$ cat src/rtl/dl_shift_pkg.sv
// Shared types for the multi-cycle shift sequencer: shift-op codes and FSM states.
package dl_shift_pkg;

  // Shift operation codes as presented on in_op.
  // The reserved code behaves like a logical left shift.
  typedef enum logic [1:0] {
    OpSll = 2'b00,
    OpSrl = 2'b01,
    OpRsv = 2'b10,
    OpSra = 2'b11
  } shift_op_e;

  // Sequencer states.
  typedef enum logic [1:0] {
    StIdle = 2'b00,
    StBusy = 2'b01,
    StDone = 2'b10
  } state_e;

endpackage

$ cat src/rtl/dl_shift_step.sv
// Combinational single step of the shift sequencer: shifts by at most 2^STEP_BITS-1 positions.
module dl_shift_step
  import dl_shift_pkg::*;
#(
  parameter int unsigned NUM_BITS  = 32,
  parameter int unsigned STEP_BITS = 2
) (
  input  logic [NUM_BITS-1:0]  data_in,
  input  logic [STEP_BITS-1:0] step,
  input  shift_op_e            op,
  output logic [NUM_BITS-1:0]  data_out
);

  // Arithmetic shifts keep the MSB unchanged, so the current MSB is always the
  // sign bit of the operand that was originally latched.
  always_comb begin
    case (op)
      OpSrl:   data_out = data_in >> step;
      OpSra:   data_out = $signed(data_in) >>> step;
      default: data_out = data_in << step;
    endcase
  end

endmodule

$ cat src/rtl/dl_shift_seq.sv
// Multi-cycle shift sequencer: accepts one operand, shifts it a few positions per
// cycle, then presents the result with a valid/ready handshake.
module dl_shift_seq
  import dl_shift_pkg::*;
#(
  parameter int unsigned  NUM_BITS       = 32,
  parameter int unsigned  STEP_BITS      = 2,
  localparam int unsigned NUM_SHIFT_BITS = $clog2(NUM_BITS)
) (
  input  logic                      clk,
  input  logic                      rst_n,
  input  logic                      in_valid,
  output logic                      in_ready,
  input  logic [NUM_BITS-1:0]       in_data,
  input  logic [NUM_SHIFT_BITS-1:0] in_shamt,
  input  logic [1:0]                in_op,
  input  logic                      abort,
  output logic                      out_valid,
  input  logic                      out_ready,
  output logic [NUM_BITS-1:0]       out_data,
  output logic                      busy
);

  localparam int unsigned STEP_MAX = (2 ** STEP_BITS) - 1;

  state_e                    state_q, state_d;
  logic [NUM_BITS-1:0]       data_q, data_d;
  logic [NUM_SHIFT_BITS-1:0] rem_q, rem_d;
  shift_op_e                 op_q, op_d;

  logic [STEP_BITS-1:0]      step_amt;
  logic [NUM_SHIFT_BITS-1:0] rem_left;
  logic [NUM_BITS-1:0]       step_data;

  // Step size is min(remaining, STEP_MAX); since step <= remaining, no underflow.
  always_comb begin
    if (32'(rem_q) >= STEP_MAX) begin
      step_amt = STEP_BITS'(STEP_MAX);
    end else begin
      step_amt = STEP_BITS'(rem_q);
    end
    rem_left = rem_q - NUM_SHIFT_BITS'(step_amt);
  end

  dl_shift_step #(
    .NUM_BITS  (NUM_BITS),
    .STEP_BITS (STEP_BITS)
  ) u_step (
    .data_in  (data_q),
    .step     (step_amt),
    .op       (op_q),
    .data_out (step_data)
  );

  // Handshake outputs decode directly from state; abort masks acceptance.
  always_comb begin
    in_ready  = (state_q == StIdle) && !abort;
    out_valid = (state_q == StDone);
    busy      = (state_q != StIdle);
    out_data  = data_q;
  end

  // Next-state logic: latch on acceptance, step while busy, hold result until taken.
  always_comb begin
    state_d = state_q;
    data_d  = data_q;
    rem_d   = rem_q;
    op_d    = op_q;
    case (state_q)
      StIdle: begin
        if (in_valid && in_ready) begin
          data_d  = in_data;
          rem_d   = in_shamt;
          op_d    = shift_op_e'(in_op);
          state_d = (in_shamt != '0) ? StBusy : StDone;
        end
      end
      StBusy: begin
        if (abort) begin
          state_d = StIdle;
        end else begin
          data_d = step_data;
          rem_d  = rem_left;
          if (rem_left == '0) begin
            state_d = StDone;
          end
        end
      end
      StDone: begin
        // abort and out_ready both return to idle; the result is simply dropped on abort.
        if (abort || out_ready) begin
          state_d = StIdle;
        end
      end
      default: state_d = StIdle;
    endcase
  end

  // State registers with asynchronous active-low reset.
  always_ff @(posedge clk or negedge rst_n) begin
    if (!rst_n) begin
      state_q <= StIdle;
      data_q  <= '0;
      rem_q   <= '0;
      op_q    <= OpSll;
    end else begin
      state_q <= state_d;
      data_q  <= data_d;
      rem_q   <= rem_d;
      op_q    <= op_d;
    end
  end

endmodule

$ cat config.mk
export PLATFORM = sky130hd
export DESIGN_NAME = dl_shift_seq
export DESIGN_NICKNAME = d
export VERILOG_FILES = /design/src/rtl/dl_shift_pkg.sv /design/src/rtl/dl_shift_step.sv /design/src/rtl/dl_shift_seq.sv
export SDC_FILE = /design/constraint.sdc
export NUM_CORES = 1
export LEC_CHECK = 0
export CORE_MARGIN = 5
export CORE_UTILIZATION = 57
export DETAILED_ROUTE_END_ITERATION = 7
export PLACE_DENSITY = 0.87
export SETUP_SLACK_MARGIN = 0.05
export SYNTH_ARGS = -nofsm -noshare
export SYNTH_HDL_FRONTEND = slang
export SYNTH_SLANG_ARGS = --single-unit
$ cat constraint.sdc
create_clock -name clk -period 4.7 [get_ports clk]
set_input_delay 0.94 -clock clk [delete_from_list [all_inputs] [get_ports clk]]
set_output_delay 0.94 -clock clk [all_outputs]
set_load 0.02 [all_outputs]
Word level (Yosys, flattened, before mapping)
Index checks and enable logic that the tools add are counted.
Widths: inputs -> output; s select.
{"block": "totals", "out_inout_bits": 35, "word_cells": 43, "inputBits": 44, "ff_bits": 41}
{"block": "op_classes", "n_lt_le_gt_ge": 1, "reduce_logical": 12, "eq_ne": 8, "shift": 3, "muxes": 14, "n_addsub": 1}
{"op": "$pmux 32 s2", "count": 2}
{"op": "$mux 32", "count": 2}
{"op": "$shl 32x2->32", "count": 1}
{"op": "$shr 32x2->32", "count": 1}
{"op": "$sshr 32x2->32", "count": 1}
{"op": "$mux 2", "count": 6}
{"op": "$mux 5", "count": 2}
{"op": "$pmux 5 s2", "count": 1}
{"op": "$pmux 2 s3", "count": 1}
{"op": "$reduce_and 3->1", "count": 2}
{"op": "$ge 5x2->1 const B", "count": 1}
{"op": "$logic_not 5->1", "count": 1}
{"op": "$reduce_bool 5->1", "count": 1}
{"op": "$sub 5x2->5", "count": 1}
{"op": "$eq 2x1->1 const B", "count": 2}
{"op": "$eq 2x2->1 const B", "count": 2}
{"op": "$ne 2x1->1 const B", "count": 2}
{"op": "$reduce_bool 2->1", "count": 2}
{"op": "$ne 3x3->1 const B", "count": 1}
{"op": "$logic_and 1x1->1", "count": 2}
{"op": "$logic_not 2->1", "count": 1}
{"op": "$ne 2x2->1 const B", "count": 1}
{"op": "$reduce_and 2->1", "count": 1}
{"op": "$logic_not 1->1", "count": 1}
{"op": "$logic_or 1x1->1", "count": 1}

Logic depth before layout (Yosys ltp)
{"block": "logic_depth", "ltp_word": 7, "ltp_mapped": 10, "depth_no_buf": 8}

Cells and area by module
A second synthesis with hierarchy kept.
{"block": "unflattened", "cells_unflattened": 399, "hier_area_um2": 3816.2}
{"mod": "dl_shift_seq", "instances": 1, "area_per_inst_um2": 2035.7, "seq_area_each_um2": 1026.0, "cells_per_inst": 202}
{"mod": "dl_shift_step", "instances": 1, "area_per_inst_um2": 1780.5, "seq_area_each_um2": 0.0, "cells_per_inst": 197}

Worst setup path before layout
OpenSTA, ideal clock, no wires.
{"block": "synth_timing", "path_kind": "input to output", "startpoint": "in abort", "endpoint": "out in_ready", "arrival_time_ps": 1468, "setup_slack_ps": 2292, "stages": 1, "required_time_ps": 3760, "n_path_buf": 0, "path_cell_list": "nor3_1"}
{"block": "synth_between", "elab_chain_cells": 2}
{"element": "start: declaration", "line_no": "dl_shift_seq.sv:17", "source": "input logic abort,"}
{"element": "$logic_not 1->1", "line_no": "dl_shift_seq.sv:57", "source": "in_ready = (state_q == StIdle) && !abort;"}
{"element": "$logic_and 1x1->1", "line_no": "dl_shift_seq.sv:57"}
{"element": "end: declaration", "line_no": "dl_shift_seq.sv:13", "source": "output logic in_ready,"}
Every way passes these cells.

Worst setup path in the final report
Same ends and word-level chain as after synthesis.

==> impl_results.md <==
* GRT Util Overall at about 28%
* Post-DRT Antenna Nets at 0
* HP Class: flop to flop
* Final core utilization at 69.4%
* Sw power at 1710 uW
* DP HPWL at between 7000 and 8000 um
* Largest fanout on the critical path at 4
* Drt pass-1 iters at 6
* CTS sink cnt at 41
* Sequential area share after synthesis at a little over a quarter
* Sw frac at a little over half
* Sequential Power Share at between 20% and 30%
* Tmin final at between 3000 and 4000 ps
* Fillcell total at between 500 and 600
* Area leader, netlist: dfrtp_1
* Sum Neg Setup Slack at 0 ps
* GRT overflow at 0
* Chip width at between 90 and 100 um
* Drt wl/cell at approximately 19 um
* Share of layout cells above drive strength 1 at 7.52%
* Number of synthesized flops with an enable pin at 0
* Top FF cell, synth: dfrtp_1
* Routability cong. at about 0.89
* Final cycle utilization of the critical path at 68.9%
* Initial Utilization at around 58%
* Logic pwr share at 63.8%
* P_leak at approximately 0.0018 uW
* Syn Area/Cell at between 7 and 8 sq um
* Max_slew headroom at a little under a third
* Number of post-CTS setup repair buffers at 0
* Largest net degree at the start of global routing at 43
* Final hold violations at 0
* Main area contributors after synthesis: dfrtp_1 26%, nand2_1 7.6%, o21ai_0 7.3%
* Setup slack, reg-to-reg at 1960 ps
* Syn nets at approximately 550
* Max-cap viol count at 0
* Worst-Margin Slew at slightly above 1000 ps
* Post-synthesis cell area at between 3000 and 4000 sq um
* Clock power frac at under 10%
* Placed Cells at slightly above 600
* Fraction of registers with async set or reset after synthesis at 100%
* Final setup skew at 13.2 ps
* Worst skew pair latency at ~320 ps
* CTS buffer count at 5
* Yosys top cell area share at 26.2%
* CP startpoint: abort
* Core Area at around 6700 sq um
* RSZ-0062 raised after global routing: no
* First-pass GRT wire length at about 20000 um
* Clock root buffer: clkbuf_8
* Die area at roughly 8600 sq um
* Crit end category: primary output
* Htree depth at 2
* YS warnings at 0
* F_max at ~310 MHz
* Via count at ~4300
* PwrDens at roughly 700 nW/um^2
* Minimum hold slack at between 500 and 600 ps
* Post-CTS sizing at 0
* Clock Pin Slew Worst Setup and Hold Paths at roughly 80 ps
* Worst reg2reg path depth at 6
* Setup-failing EPs final at 0
* Max Transition Viols Final at 0
* Crit path kind: input port to primary output
* Final non-filler cell total at 625
* Die H at slightly above 90 um
* Reg2reg end: out_data[21]
* Peak supply drop at about 0.43 mV
* CP arrival at 2300 ps
* Reg-to-reg startpoint: rem_q[2]
* Vias per cell at about 6.9
* Status: finished, final reports clean
* Post-Syn Instances at between 500 and 600
* Port bufs at between 70 and 80
* Synthesized flop and latch total at 41
* Post-layout nets at between 500 and 600
* Internal cell power at 1550 uW
* CP endpoint: in_ready
* Drt total wl at ~12000 um
* Netlist cell types at 65
* Remaining DRCs at 0
* Initial antenna violation count at 0
* I/O pin total at 79
* Number of global-route vias before repair at around 4000
* P&R area growth vs syn at 19.3%
* Worst setup SP type: input port
* # rows at 30
* 1st-iter DRT viols at between 500 and 600
* Critical path data required time at ~3800 ps
* Max Root-Sink Buffers at 2
* Hold buffer count at CTS at 0
* CTS tree: built
* Antenna cells at 0
## worst min-delay path by stage
stage,startpoint,end,slack [ps],cells past startpoint
4_1_cts,out_data[10],out_data[10],590,2
3_5_place_dp,out_data[10],out_data[10],570,2
6_report,out_data[10],out_data[10],590,2
5_1_grt,out_data[5],out_data[5],640,2
3_3_place_gp,out_data[0],out_data[0],550,2
2_1_floorplan,op_q[1],op_q[1],520,1
## registers in the layout (all words and copies together) (netlist names)
name and cells:
rem_q 5, state_q 2, out_data 32, op_q 2
## layout make-up
class | count | area [sq um] | area share (%)
Timing Repair Buffer | 87 | 843 | 18.1
Multi-Input combinational cell | 403 | 2570 | 55.1
Clock buffer | 7 | 96.3 | 2.07
Clock inverter | 1 | 5.00 | 0.107
Sequential cell | 41 | 1030 | 22.0
Tap cell | 80 | 100 | 2.15
Inverter | 6 | 22.5 | 0.483
## per-stage QoR
step	setup slack, ps	instance area [sq um]	power [uW]
2_1_floorplan	2290	3910	2310
3_5_place_dp	1490	4560	2920
5_1_grt	1380	4660	3460
6_report	1460	4660	3250
3_3_place_gp	1490	4560	2840
4_1_cts	1470	4660	3200
## metal layers
layer	routed length (um)	vias to the layer above	part of all wire (%)	global-route usage (%)
met5	0	-	0	0
met4	249	0	2.1	9.16
met3	1250	34	10	5.20
met2	5750	291	47	44.8
met1	4860	2039	40	36.9
li1	-	1961	-	-
## power by group through the flow
| stage | clock [uW] | combinational (uW) | sequential, uW |
|---|---|---|---|
| 2_1_floorplan | 0 | 1450 | 861 |
| 5_1_grt | 283 | 2240 | 932 |
| 3_5_place_dp | 0 | 2030 | 888 |
| 3_3_place_gp | 0 | 1960 | 881 |
| 4_1_cts | 270 | 2050 | 884 |
| 6_report | 274 | 2080 | 904 |
## synthesized netlist by cell type, drive strengths merged (2+ instances only)
master   count
a2111oi      4
a211oi      19
a21boi       4
a21o         2
a21oi       38
a221oi       7
a22oi        4
a311oi       4
a31oi        5
a32oi        2
buf         33
clkbuf      18
dfrtp       41
inv          6
mux2         3
mux2i       23
mux4         8
nand2       81
nand2b       5
nand3        8
nand3b       2
nor2        30
nor2b       14
nor3         9
nor4         2
o2111ai      3
o211ai      10
o21a         2
o21ai       68
o22ai        8
o311a        2
o31ai        2
or3         14
or4          3
## cells in the final DEF (no fill, tap or decap), drive strengths merged, types with 2 or more instances in the layout
master         synthesis  final
a2111oi                4      4
a211oi                19     19
a21boi                 4      4
a21o                   2      2
a21oi                 38     38
a221oi                 7      7
a22oi                  4      4
a311oi                 4      4
a31oi                  5      5
a32oi                  2      2
buf                   33     10
clkbuf                18      7
clkdlybuf4s50          0     77
dfrtp                 41     41
inv                    6      6
mux2                   3      3
mux2i                 23     23
mux4                   8      8
nand2                 81     81
nand2b                 5      5
nand3                  8      8
nand3b                 2      2
nor2                  30     30
nor2b                 14     14
nor3                   9      9
nor4                   2      2
o2111ai                3      3
o211ai                10     10
o21a                   2      2
o21ai                 68     68
o22ai                  8      8
o311a                  2      2
o31ai                  2      2
or3                   14     14
or4                    3      3
## kinds of logic after synthesis
kind of cell	Yosys count	share of synthesized area [%]
AO/OA/AOI/OAI	194	31.8
XOR/XNOR	1	0.224
adder cells (fa/ha/maj)	1	0.320
buffers and inverters	57	8.16
flip-flops	41	26.2
multiplexers	34	11.7
AND/OR/NAND/NOR	173	21.5
## worst max-delay path, stage by stage
cell and delay (ps):
clkdlybuf4s50_1 460, nor3_1 250, clkdlybuf4s50_1 650
Note: power is estimated with default switching activity, not from simulation.
